## config.mk

```make
export PLATFORM = sky130hd
export DESIGN_NAME = instr_fetch_unit
export DESIGN_NICKNAME = d
export VERILOG_FILES = /design/src/rtl/instr_fetch_unit.sv
export SDC_FILE = /design/constraint.sdc
export NUM_CORES = 1
export LEC_CHECK = 0
export ABC_AREA = 1
export CAP_MARGIN = 10
export CORE_ASPECT_RATIO = 1.25
export CORE_MARGIN = 2
export CORE_UTILIZATION = 30
export CTS_BUF_LIST = sky130_fd_sc_hd__clkbuf_8 sky130_fd_sc_hd__clkbuf_16
export DETAILED_ROUTE_END_ITERATION = 8
export GPL_TIMING_DRIVEN = 1
export PLACE_DENSITY_LB_ADDON = 0.3
export SLEW_MARGIN = 15
export SYNTH_ARGS = -nofsm -noshare
export SYNTH_HDL_FRONTEND = slang
export SYNTH_SLANG_ARGS = --single-unit
```

## constraint.sdc

```tcl
create_clock -name clk -period 1.6 [get_ports clk]
set_input_delay 0.24 -clock clk [delete_from_list [all_inputs] [get_ports clk]]
set_output_delay 0.24 -clock clk [all_outputs]
set_load 0.01 [all_outputs]
```

## src/rtl/instr_fetch_unit.sv

```systemverilog
// instr_fetch_unit: PC/bank fetch from InstructionMemory into a prefetch FIFO for decode; define IFU_MISALIGN_TRAP_EN to trap misaligned redirects.
module instr_fetch_unit #(
  parameter int ADDR_W = 9,
  parameter int DATA_W = 32,
  parameter int DEPTH = 2,
  parameter logic [ADDR_W-1:0] BOOT_ADDR = '0,
  parameter logic BOOT_SEL = 1'b0
) (
  input  logic              clk,
  input  logic              rst_n,
  output logic [ADDR_W-1:0] Address,
  output logic              sel,
  input  logic [DATA_W-1:0] Data,
  input  logic              redirect,
  input  logic [ADDR_W-1:0] redirect_pc,
  input  logic              redirect_sel,
  output logic              out_valid,
  input  logic              out_ready,
  output logic [DATA_W-1:0] out_instr,
  output logic [ADDR_W-1:0] out_pc,
  output logic              out_sel,
  output logic              misalign_err
);
  localparam int PW = $clog2(DEPTH);
  localparam int CW = PW + 1;
  logic [DATA_W-1:0] instr_q [DEPTH];
  logic [ADDR_W-1:0] pc_q [DEPTH];
  logic              sel_q [DEPTH];
  logic [PW-1:0] rp, wp;
  logic [CW-1:0] cnt;
  logic halted, pop, fetch, push;
`ifdef IFU_MISALIGN_TRAP_EN
  always_ff @(posedge clk or negedge rst_n)
    if (!rst_n) begin
      halted <= 1'b0;
      misalign_err <= 1'b0;
    end else if (redirect && redirect_pc[1:0] != 2'b00) begin
      halted <= 1'b1;
      misalign_err <= 1'b1;
    end
`else
  assign halted = 1'b0;
  assign misalign_err = 1'b0;
`endif
  assign out_valid = cnt != '0;
  assign out_instr = instr_q[rp];
  assign out_pc = pc_q[rp];
  assign out_sel = sel_q[rp];
  assign pop = out_valid && out_ready;
  assign fetch = (cnt < CW'(DEPTH) || pop) && !halted;
  assign push = fetch && !redirect;
  // redirect wins over push; a coincident pop is consumed and then flushed with the rest
  always_ff @(posedge clk or negedge rst_n)
    if (!rst_n) begin
      Address <= BOOT_ADDR;
      sel <= BOOT_SEL;
      rp <= '0;
      wp <= '0;
      cnt <= '0;
      for (int i = 0; i < DEPTH; i++) begin
        instr_q[i] <= '0;
        pc_q[i] <= '0;
        sel_q[i] <= 1'b0;
      end
    end else if (redirect) begin
      Address <= redirect_pc & ~ADDR_W'(3);
      sel <= redirect_sel;
      rp <= '0;
      wp <= '0;
      cnt <= '0;
    end else begin
      if (push) begin
        instr_q[wp] <= Data;
        pc_q[wp] <= Address;
        sel_q[wp] <= sel;
        wp <= wp + PW'(1);
        Address <= Address + ADDR_W'(4);
      end
      if (pop) rp <= rp + PW'(1);
      cnt <= cnt + CW'(push) - CW'(pop);
    end
endmodule

```

Yosys cells after proc, flatten, opt, wreduce, memory -nomap -nowiden
Cells that the tools add are included.

storage, ports and cells
  register bits = 98
  input port bits = 46
  output and inout bits = 54
  logic and storage cells = 57

cells by class
  add/sub/neg operators = 5
  $lt $le $gt $ge = 4
  mux-type cells = 25
  bitwise logic cells = 3
  reduce and logical (&&, ||, !) cells = 9

operators by type and width
  kind                                                        count
  two-way mux 32 bit                                          4
  bitwise mux 64 bit                                          1
  two-way mux 9 bit                                           6
  demux 32 bit (select 1 bit)                                 1
  bitwise mux 18 bit                                          1
  adder 9 x 3 -> 9 bit, second input constant                 1
  demux 9 bit (select 1 bit)                                  1
  two-way mux 1 bit                                           8
  nonzero test 2 bit                                          3
  greater-or-equal comparator 2 bit, second input constant    2
  inverter 1 -> 2 bit                                         2
  logical AND 1 bit                                           3
  adder 1 bit, second input constant                          2
  adder 2 x 1 -> 2 bit                                        1
  bitwise mux 2 bit                                           1
  less-than comparator 2 x 1 -> 1 bit, second input constant  1
  less-than comparator 2 bit, second input constant           1
  two-way mux 2 bit                                           1
  AND reduction 2 bit                                         1
  subtractor 2 x 1 -> 2 bit                                   1
  demux 1 bit (select 1 bit)                                  1
  logical NOT 1 bit                                           1
  logical OR 1 bit                                            1
  inverter 1 bit                                              1

Depth between registers and ports, before layout
Gate-level depths: netlist (run 1).

  word-level depth = 7
  depth in mapped cells = 9
  gate-level depth less buffers = 8

Least setup slack after synthesis (run 1)
Ideal clock, no wire load.

  path kind = register -> register
  start point = register cnt[1]
  end point = register cnt[1]
  setup time = 0.131 ns
  data arrival time = 1.526 ns
  path slack = -0.057 ns
  stages on the path, launching flop included = 10
  path buffers = 1
  period minus slack after synthesis = 1.657 ns
  cells stage by stage = dfrtp_1 buf_6 o21ai_4 a21oi_1 inv_1 ha_1 inv_1 ha_1 xor2_1 nor2_1

between the ends
  cells in the longest elaborated chain, start to end = 7
  elaborated cells between the ends (all ways) = 8
  those cells by class = 2 x add/sub; 1 x order compare; 1 x mux; 4 x reduce/logical

RTL lines
  element                                                                             line  source
  start, declared                                                                     30    logic [CW-1:0] cnt;
  start signal, assigned                                                              80    cnt <= cnt + CW'(push) - CW'(pop);
  parallel branches: the longest is 5 deep, another holds less-than comparator 2 bit  n/a
  subtractor 2 x 1 -> 2 bit *                                                         80
  two-way mux 2 bit *                                                                 65    end else if (redirect) begin

Mark *: on every way between the ends.
A chain may end at the register's enable or synchronous reset.

Final worst setup path (run 1)
  start point = register rp
  end point = output out_instr[25]

between the ends
  cells in the longest elaborated chain, start to end = 4

RTL lines
  element                                                 line  source
  start, declared                                         29    logic [PW-1:0] rp, wp;
  start signal, assigned                                  79    if (pop) rp <= rp + PW'(1);
  inverter 1 -> 2 bit (implied by the code)               46    assign out_instr = instr_q[rp];
  two-way mux 32 bit (implied by the code) (3 in series)  46
  end, declared                                           19    output logic [DATA_W-1:0] out_instr,

Every way passes these cells. The select of a mux whose other input is x is not followed.

==> results of run 1 <==
synthesized netlist by cell type:
master / n
nand2_2: 1
a21oi_1: 2
o21ai_0: 6
xnor2_1: 3
ha_1: 3
buf_6: 4
conb_1: 1
buf_1: 8
nand4_1: 44
xor2_1: 1
inv_2: 1
clkbuf_1: 20
or2_2: 2
buf_2: 5
inv_1: 11
nand3_1: 48
nor2_1: 5
nand3_2: 1
buf_4: 10
o21ai_4: 1
o21bai_1: 2
nand2_1: 308
dfrtp_1: 92
worst reg2reg max path: stages (launching register included):
cell and delay [ns]:
dfrtp_2 0.45, o21ai_4 0.19, buf_6 0.13, inv_4 0.03, ha_4 0.26, inv_4 0.03, ha_4 0.14, xor2_1 0.15
nor2_1 0.11
power by group through the flow:
stage	combinational [mW]	clock [mW]	sequential (mW)
after floorplan	2.39	0	3.85
after global placement	4.49	0	3.95
after detailed placement	4.59	0	3.99
after CTS	4.13	2.55	3.97
after global routing	4.95	2.63	4.10
final	4.40	2.48	3.97
state kept, by name (all words and copies together), names as in the netlist:
signal   cells
pc_q        14
Address      7
instr_q     64
sel          1
rp           1
cnt          2
sel_q        2
wp           1
routing by layer:
metal / share of wire, % / track usage, % / up-vias
li1: - / - / 2052
met1: 43 / 21.6 / 2047
met2: 49 / 27.9 / 134
met3: 5.6 / 2.60 / 13
met4: 1.5 / 5.78 / 0
met5: 0 / 0 / -
layout make-up:
| cell class | instances | area (µm²) | share of cell area (%) |
|---|---|---|---|
| clock buffer | 11 | 253 | 4.10 |
| clock inverter | 5 | 98.8 | 1.61 |
| inverter | 12 | 55.1 | 0.894 |
| multi-input combinational | 432 | 1960 | 31.8 |
| sequential | 92 | 2310 | 37.6 |
| tap | 178 | 223 | 3.62 |
| timing repair buffer | 137 | 1260 | 20.4 |
kinds of logic (layout without fill, tap and decap cells):
kind of cell / count (synthesis) / in the layout / share of synthesized area [%]
flip-flops: 92 / 92 / 51.6
AND/OR/NAND/NOR: 409 / 409 / 38.5
AO/OA/AOI/OAI: 11 / 11 / 1.60
other: 1 / 5 / 0.0840
XOR/XNOR: 4 / 4 / 0.785
adder cells (fa/ha/maj): 3 / 3 / 0.841
buffers and inverters: 59 / 165 / 6.61
stage by stage:
stage	utilization, %	TNS [ns]
global route	42.6	-1.37
global placement	39.6	-12.11
finish	42.6	-0.0873
detailed placement	39.6	-15.32
CTS	41.2	-0.760
floorplan	-	-0.000771
cells in the final DEF (no fill, tap or decap), types with 2 or more instances in the layout:
cell               n
nand3_1           47
nor2_1             4
buf_12             7
nand4_1           44
ha_4               2
inv_4              2
o21ai_1            2
nand2_2            4
buf_6             11
clkbuf_8           2
dlymetal6s2s_1     3
buf_2             29
o21ai_0            4
inv_1              9
dfrtp_2            9
o21bai_1           2
nand2_1          304
buf_4             26
xnor2_1            3
dfrtp_1           83
buf_8              2
conb_1             5
clkbuf_16         11
clkbuf_2           7
bufinv_16          3
clkdlybuf4s50_1   47
what timing repair did:
| action | CTS | global route |
|---|---|---|
| pin swaps | 0 | 4 |
| gates resized for setup | 152 | 45 |
| hold endpoints to repair | 23 | 0 |
| buffers inserted | 1 | 9 |
| setup endpoints to repair | 48 | 67 |
| hold buffers | 1 | 0 |
| cloned | 0 | 2 |
worst max path at each step:
stage | slack [ns] | end | depth (start not counted) | from
after global placement | -0.19 | cnt[1] | 9 | out_ready
after detailed placement | -0.24 | cnt[1] | 9 | out_ready
after global routing | -0.11 | out_instr[25] | 4 | rp
final | -0.04 | out_instr[25] | 4 | rp
after CTS | -0.09 | out_instr[8] | 5 | rp
after floorplan | -0.0008 | cnt[1] | 9 | cnt[1]
==> tab_implementation.tex, run 1 <==
\begin{tabular}{lr}
\hline
Metric & Value \\
\hline
\multicolumn{2}{l}{\textbf{Setup path}} \\
\quad Startpoint of the most critical register-to-register path & cnt[1] \\
\quad Cell-by-cell listing of the critical path & buf\_4 -> nand2\_1 -> nand2\_1 -> dlygate4sd2\_1 \\
\quad Setup slack on the worst flop-to-flop path & 0.05 ns \\
\quad Path depth of the worst reg2reg path & 8 \\
\quad Crit end category & primary output \\
\quad Required @ worst endpoint & 1.36 ns \\
\quad Capture point of the worst reg-to-reg path & cnt[1] \\
\quad Critical path fanouts, max & 12 \\
\quad Count of buffer and inverter cells on the critical path & 2 \\
\quad Highest-delay cell along the critical path & dfrtp\_2 \\
\quad Dominant delay contributor by cell family on the critical path & buffers and inverters \\
\quad Type of origin of the critical path & flop \\
\quad WS Path Type & flop to primary output \\
\quad Most frequent cell on the critical path & nand2\_1 \\
\quad Crit path arrival time & 1.40 ns \\
\quad Stage delay of the slowest cell on the critical path & 0.45 ns \\
\multicolumn{2}{l}{\textbf{Power and ir drop}} \\
\quad P\_int & 6.90 mW \\
\quad Switch share & 36.4\% \\
\quad Leakage power total & 3.26 nW \\
\quad Maximum vdd ir drop & 0.629 mV \\
\quad PnR Total Power & 10.9 mW \\
\quad Sw Pwr & 3.95 mW \\
\quad Power per Cell Area & 1760 nW/µm² \\
\quad Logic gate share of total power & 40.6\% \\
\quad Sequential group share of total power & 36.5\% \\
\quad Clock share of power & 22.9\% \\
\multicolumn{2}{l}{\textbf{Yosys}} \\
\quad Synthesized area per cell & 7.71 µm² \\
\quad Gate Count Post-Synth & 579 \\
\quad Library cells used by synthesis & 23 \\
\quad Biggest area consumer among synthesized cells & dfrtp\_1 \\
\quad Fraction of post-synthesis cell area in the top cell type by area & 51.6\% \\
\quad Sequential-to-total area share from yosys stat & 51.6\% \\
\quad FF+latch count, synth & 92 \\
\quad Post-Syn Area & 4460 µm² \\
\quad Largest cells by area after synthesis & dfrtp\_1 52\%, nand2\_1 26\%, nand4\_1 6.2\% \\
\quad Count of synthesis-stage warnings from yosys & 0 \\
\multicolumn{2}{l}{\textbf{Layout}} \\
\quad Final cell count without fillers & 867 \\
\quad Number of fill cells in the layout & 1,505 \\
\quad Net count reported at finish & 733 \\
\quad Layout area overhead & 37.9\% \\
\quad Ant. Diodes & 0 \\
\quad Ratio of cells with drive above 1 in the final layout & 18.4\% \\
\quad Finished Cell Area & 6160 µm² \\
\multicolumn{2}{l}{\textbf{Clock network}} \\
\quad Number of buffers on the longest clock path & 2 \\
\quad Number of buffers created by CTS & 9 \\
\quad Clock slew seen by the registers of the worst setup and hold paths & 0.06 ns \\
\quad CTS tree & yes \\
\quad H-Tree Level Count & 3 \\
\quad Library cell used as clock root buffer & clkbuf\_16 \\
\quad Later-pin clock latency in the skew report & 0.34 ns \\
\quad TritonCTS Sinks & 92 \\
\multicolumn{2}{l}{\textbf{Flow run}} \\
\quad Count of max-cap constraint violations & 0 \\
\multicolumn{2}{l}{\textbf{Placement}} \\
\quad HPWL Detailed & 8430 µm \\
\quad Area of placed instances & 5730 µm² \\
\quad Placement-stage worst setup slack & -0.239 ns \\
\quad Routability cong. & 0.784 \\
\quad Number of port buffers & 92 \\
\quad Placed cell count & 839 \\
\multicolumn{2}{l}{\textbf{Global route}} \\
\quad Antenna violations before repair & 0 \\
\quad Total track usage & 16.6\% \\
\quad Wire length of the first global-routing pass & 21,000 µm \\
\quad Largest net degree at the start of global routing & 41 \\
\quad Remaining global-route overflow & 0 \\
\quad Via count of the first global-routing pass & 4,166 \\
\multicolumn{2}{l}{\textbf{Timing}} \\
\quad Final Hold Violating Endpoints & 0 \\
\quad Final critical delay including setup and external delays & 1.64 ns \\
\quad Fin. max-slew vios & 0 \\
\quad Fmax & 0.610 GHz \\
\quad Hold slack final & 0.352 ns \\
\quad Period utilisation layout & 102\% \\
\quad Setup repair after global routing missed its margin & yes \\
\quad Setup-violating endpoint count in the final report & 6 \\
\quad Skew final & 0.00608 ns \\
\quad Setup slack of the critical path after layout & -0.0400 ns \\
\multicolumn{2}{l}{\textbf{Routing}} \\
\quad Post-route DRC violation count & 5 \\
\quad Post-DR vias/cell & 4.90 \\
\quad Post-DRT Antenna Nets & 0 \\
\quad WL/cell & 15.0 µm \\
\quad Detailed Routing Iterations Pass 1 & 9 \\
\quad Wire length after detailed routing & 13,000 µm \\
\quad First DRT Iteration DRCs & 250 \\
\quad Via count & 4,246 \\
\multicolumn{2}{l}{\textbf{Status}} \\
\quad Result of the run & complete, but fails checks \\
\quad Violated checks & design-rule violations, negative setup slack \\
\multicolumn{2}{l}{\textbf{Floorplan}} \\
\quad Number of core rows & 49 \\
\quad Core area & 14,500 µm² \\
\quad Die Span Y & 140 µm \\
\quad Horizontal die dimension & 113 µm \\
\quad Die ar. & 15,900 µm² \\
\quad I/O pin count & 100 \\
\quad Starting density of the core & 30.9\% \\
\multicolumn{2}{l}{\textbf{Hold path}} \\
\quad Class of the most critical hold timing path & input pin to asynchronous set/reset pin \\
\hline
\end{tabular}
Power figures use the tool's default switching activity.
==> run 2, diff against run 1 <==
--- a/config.mk
+++ b/config.mk
@@ -14,6 +14,7 @@
 export DETAILED_ROUTE_END_ITERATION = 8
 export GPL_TIMING_DRIVEN = 1
 export PLACE_DENSITY_LB_ADDON = 0.3
+export SKIP_CTS_REPAIR_TIMING = 1
 export SLEW_MARGIN = 15
 export SYNTH_ARGS = -nofsm -noshare
 export SYNTH_HDL_FRONTEND = slang
==> run 2 against run 1 <==
Against the previous run:
- the flow still finishes with violations (design-rule violations, negative setup slack)
- clock skew about the same
- first-iteration DRC count increased by 9.2%
- critical path type unchanged
- largest cell class unchanged
- setup slack got worse by 0.14 ns
- die area unchanged
- clock-buffer cell count unchanged
==> tab_implementation.tex, run 2 (same netlist as run 1, synthesis figures left out) <==
\begin{tabular}{lr}
\hline
Metric & Value \\
\hline
\multicolumn{2}{l}{\textbf{Layout}} \\
\quad Top reg by flops & instr\_q (unchanged) \\
\quad Finished Cell Area & 6710 µm² (was 6160 µm²) \\
\quad Number of flip-flops under the largest register name & 64 (unchanged) \\
\quad Area used by multi-input combinational logic & 2210 µm² (was 1960 µm²) \\
\quad Most common cell after layout, fill and taps aside & nand2\_1 (unchanged) \\
\quad Core Util, Final & 46.4\% (was 42.6\%) \\
\quad Net count reported at finish & 746 (was 733) \\
\quad Ratio of cells with drive above 1 in the final layout & 28.3\% (was 18.4\%) \\
\quad Most frequent cells in the layout & 247 x nand2\_1, 82 x dfrtp\_1, 47 x nand3\_1, 47 x clkdlybuf4s50\_1, 44 x nand4\_1 (was 304 x nand2\_1, 83 x dfrtp\_1, 47 x nand3\_1, 47 x clkdlybuf4s50\_1, 44 x nand4\_1) \\
\quad Ant. Diodes & 0 (unchanged) \\
\quad Layout area overhead & 50.2\% (was 37.9\%) \\
\quad Number of fill cells in the layout & 1,470 (was 1,505) \\
\quad Biggest regs & instr\_q: 64 flops, pc\_q: 14 flops, Address: 7 flops (unchanged) \\
\quad Footprint of the flip-flops and latches & 2310 µm² (about the same) \\
\multicolumn{2}{l}{\textbf{Floorplan}} \\
\quad Starting density of the core & 30.9\% (unchanged) \\
\quad Horizontal die dimension & 113 µm (unchanged) \\
\quad Die Span Y & 140 µm (unchanged) \\
\quad I/O pin count & 100 (unchanged) \\
\quad Core area & 14,500 µm² (unchanged) \\
\quad Die ar. & 15,900 µm² (unchanged) \\
\quad Number of core rows & 49 (unchanged) \\
\multicolumn{2}{l}{\textbf{Timing}} \\
\quad Fmax & 0.563 GHz (was 0.610 GHz) \\
\quad Skew final & 0.00638 ns (was 0.00608 ns) \\
\quad Final Hold Violating Endpoints & 0 (unchanged) \\
\quad Fin. max-slew vios & 0 (unchanged) \\
\quad Setup tns final & -1.71 ns (was -0.0873 ns) \\
\quad Setup repair after global routing missed its margin & yes (unchanged) \\
\quad Setup slack of the critical path after layout & -0.176 ns (was -0.0400 ns) \\
\quad Period utilisation layout & 111\% (was 102\%) \\
\quad Setup-violating endpoint count in the final report & 35 (was 6) \\
\quad Final critical delay including setup and external delays & 1.78 ns (was 1.64 ns) \\
\multicolumn{2}{l}{\textbf{Power and ir drop}} \\
\quad Maximum vdd ir drop & 0.804 mV (was 0.629 mV) \\
\quad PnR Total Power & 12.1 mW (was 10.9 mW) \\
\quad Leakage power total & 3.43 nW (was 3.26 nW) \\
\quad Power per Cell Area & 1810 nW/µm² (was 1760 nW/µm²) \\
\multicolumn{2}{l}{\textbf{Status}} \\
\quad Result of the run & complete, but fails checks (unchanged) \\
\quad Violated checks & design-rule violations, negative setup slack (unchanged) \\
\multicolumn{2}{l}{\textbf{Routing}} \\
\quad Post-DRT Antenna Nets & 0 (unchanged) \\
\quad Detailed Routing Iterations Pass 1 & 8 (was 9) \\
\quad Via count & 4,267 (was 4,246) \\
\quad First DRT Iteration DRCs & 273 (was 250) \\
\quad Wire length after detailed routing & 13,500 µm (was 13,000 µm) \\
\quad WL/cell & 15.4 µm (was 15.0 µm) \\
\quad Post-DR vias/cell & 4.85 (was 4.90) \\
\quad Post-route DRC violation count & 5 (unchanged) \\
\multicolumn{2}{l}{\textbf{Clock network}} \\
\quad Clock slew seen by the registers of the worst setup and hold paths & 0.06 ns (about the same) \\
\quad Library cell used as clock root buffer & clkbuf\_16 (unchanged) \\
\quad TritonCTS Sinks & 92 (unchanged) \\
\quad Later-pin clock latency in the skew report & 0.34 ns (about the same) \\
\quad Number of buffers created by CTS & 9 (unchanged) \\
\quad Number of buffers on the longest clock path & 2 (unchanged) \\
\quad H-Tree Level Count & 3 (unchanged) \\
\quad CTS tree & yes (unchanged) \\
\multicolumn{2}{l}{\textbf{Setup path}} \\
\quad Cell-by-cell listing of the critical path & inv\_4 -> buf\_8 -> buf\_6 -> buf\_6 -> buf\_6 -> nand2\_2 -> nand2\_1 -> buf\_2 (was buf\_4 -> nand2\_1 -> nand2\_1 -> dlygate4sd2\_1) \\
\quad Crit path arrival time & 1.54 ns (was 1.40 ns) \\
\quad Required @ worst endpoint & 1.36 ns (about the same) \\
\quad Stage delay of the slowest cell on the critical path & 0.42 ns (was 0.45 ns) \\
\quad Highest-delay cell along the critical path & dfrtp\_2 (unchanged) \\
\quad Type of origin of the critical path & flop (unchanged) \\
\quad Critical path fanouts, max & 8 (was 12) \\
\quad Path depth of the worst reg2reg path & 8 (unchanged) \\
\quad Crit end category & primary output (unchanged) \\
\quad WS Path Type & flop to primary output (unchanged) \\
\quad Most frequent cell on the critical path & buf\_6 (was nand2\_1) \\
\multicolumn{2}{l}{\textbf{Placement}} \\
\quad HPWL Detailed & 8430 µm (unchanged) \\
\quad Area of placed instances & 5730 µm² (unchanged) \\
\quad Routability cong. & 0.784 (unchanged) \\
\quad Placement-stage worst setup slack & -0.239 ns (unchanged) \\
\quad Number of port buffers & 92 (unchanged) \\
\multicolumn{2}{l}{\textbf{Global route}} \\
\quad Remaining global-route overflow & 0 (unchanged) \\
\quad Total track usage & 16.5\% (was 16.6\%) \\
\quad Via count of the first global-routing pass & 4,160 (was 4,166) \\
\quad Wire length of the first global-routing pass & 20,900 µm (was 21,000 µm) \\
\quad Antenna violations before repair & 0 (unchanged) \\
\quad Largest net degree at the start of global routing & 41 (unchanged) \\
\multicolumn{2}{l}{\textbf{Hold path}} \\
\quad Class of the most critical hold timing path & input pin to asynchronous set/reset pin (unchanged) \\
\multicolumn{2}{l}{\textbf{Flow run}} \\
\quad Count of max-cap constraint violations & 0 (unchanged) \\
\hline
\end{tabular}
run 2: layout make-up:
class                   count  area share (%)
clock buffers              11            3.77
clock inverters             5            1.47
inverters                  12           0.784
multi-input cells         432            32.9
flip-flops and latches     92            34.5
well taps                 178            3.32
repair buffers            150            23.2
run 2: per-stage QoR:
stage                     instances  hold WS, ns
after floorplan                 583      -0.0556
after global placement          839        0.174
after detailed placement        839        0.187
after CTS                       855       -0.185
after global routing            880        0.401
final                           880        0.351
run 2: worst paths after layout:
kind	from	endpoint	slack, ns
max in group asynchronous	rst_n	cnt[1]	0.69
min in group clk	redirect_sel	sel	0.43
worst min-delay path	rst_n	pc_q[12]	0.35
worst max-delay path	rp	out_instr[16]	-0.18
worst min register to register	instr_q[46]	instr_q[46]	0.47
worst max register to register	cnt[1]	cnt[1]	0.05
run 2: worst max-delay path: cells and delay by family (launching register included):
kind / cells / cell delay [ns]
flops: 1 / 0.42
buf+inv: 6 / 0.66
simple gates: 2 / 0.11
run 2: per-layer routing:
layer	wire length, µm	GRT usage (%)
met1	5890	21.5
met2	6820	27.9
met3	595	2.55
met4	209	5.78
met5	0	0
run 2: power by group:
group	switching, mW	internal [mW]	total, mW
combinational	2.78	2.74	5.52
sequential	0.761	3.35	4.11
clock	0.880	1.60	2.48
total	4.42	7.69	12.1
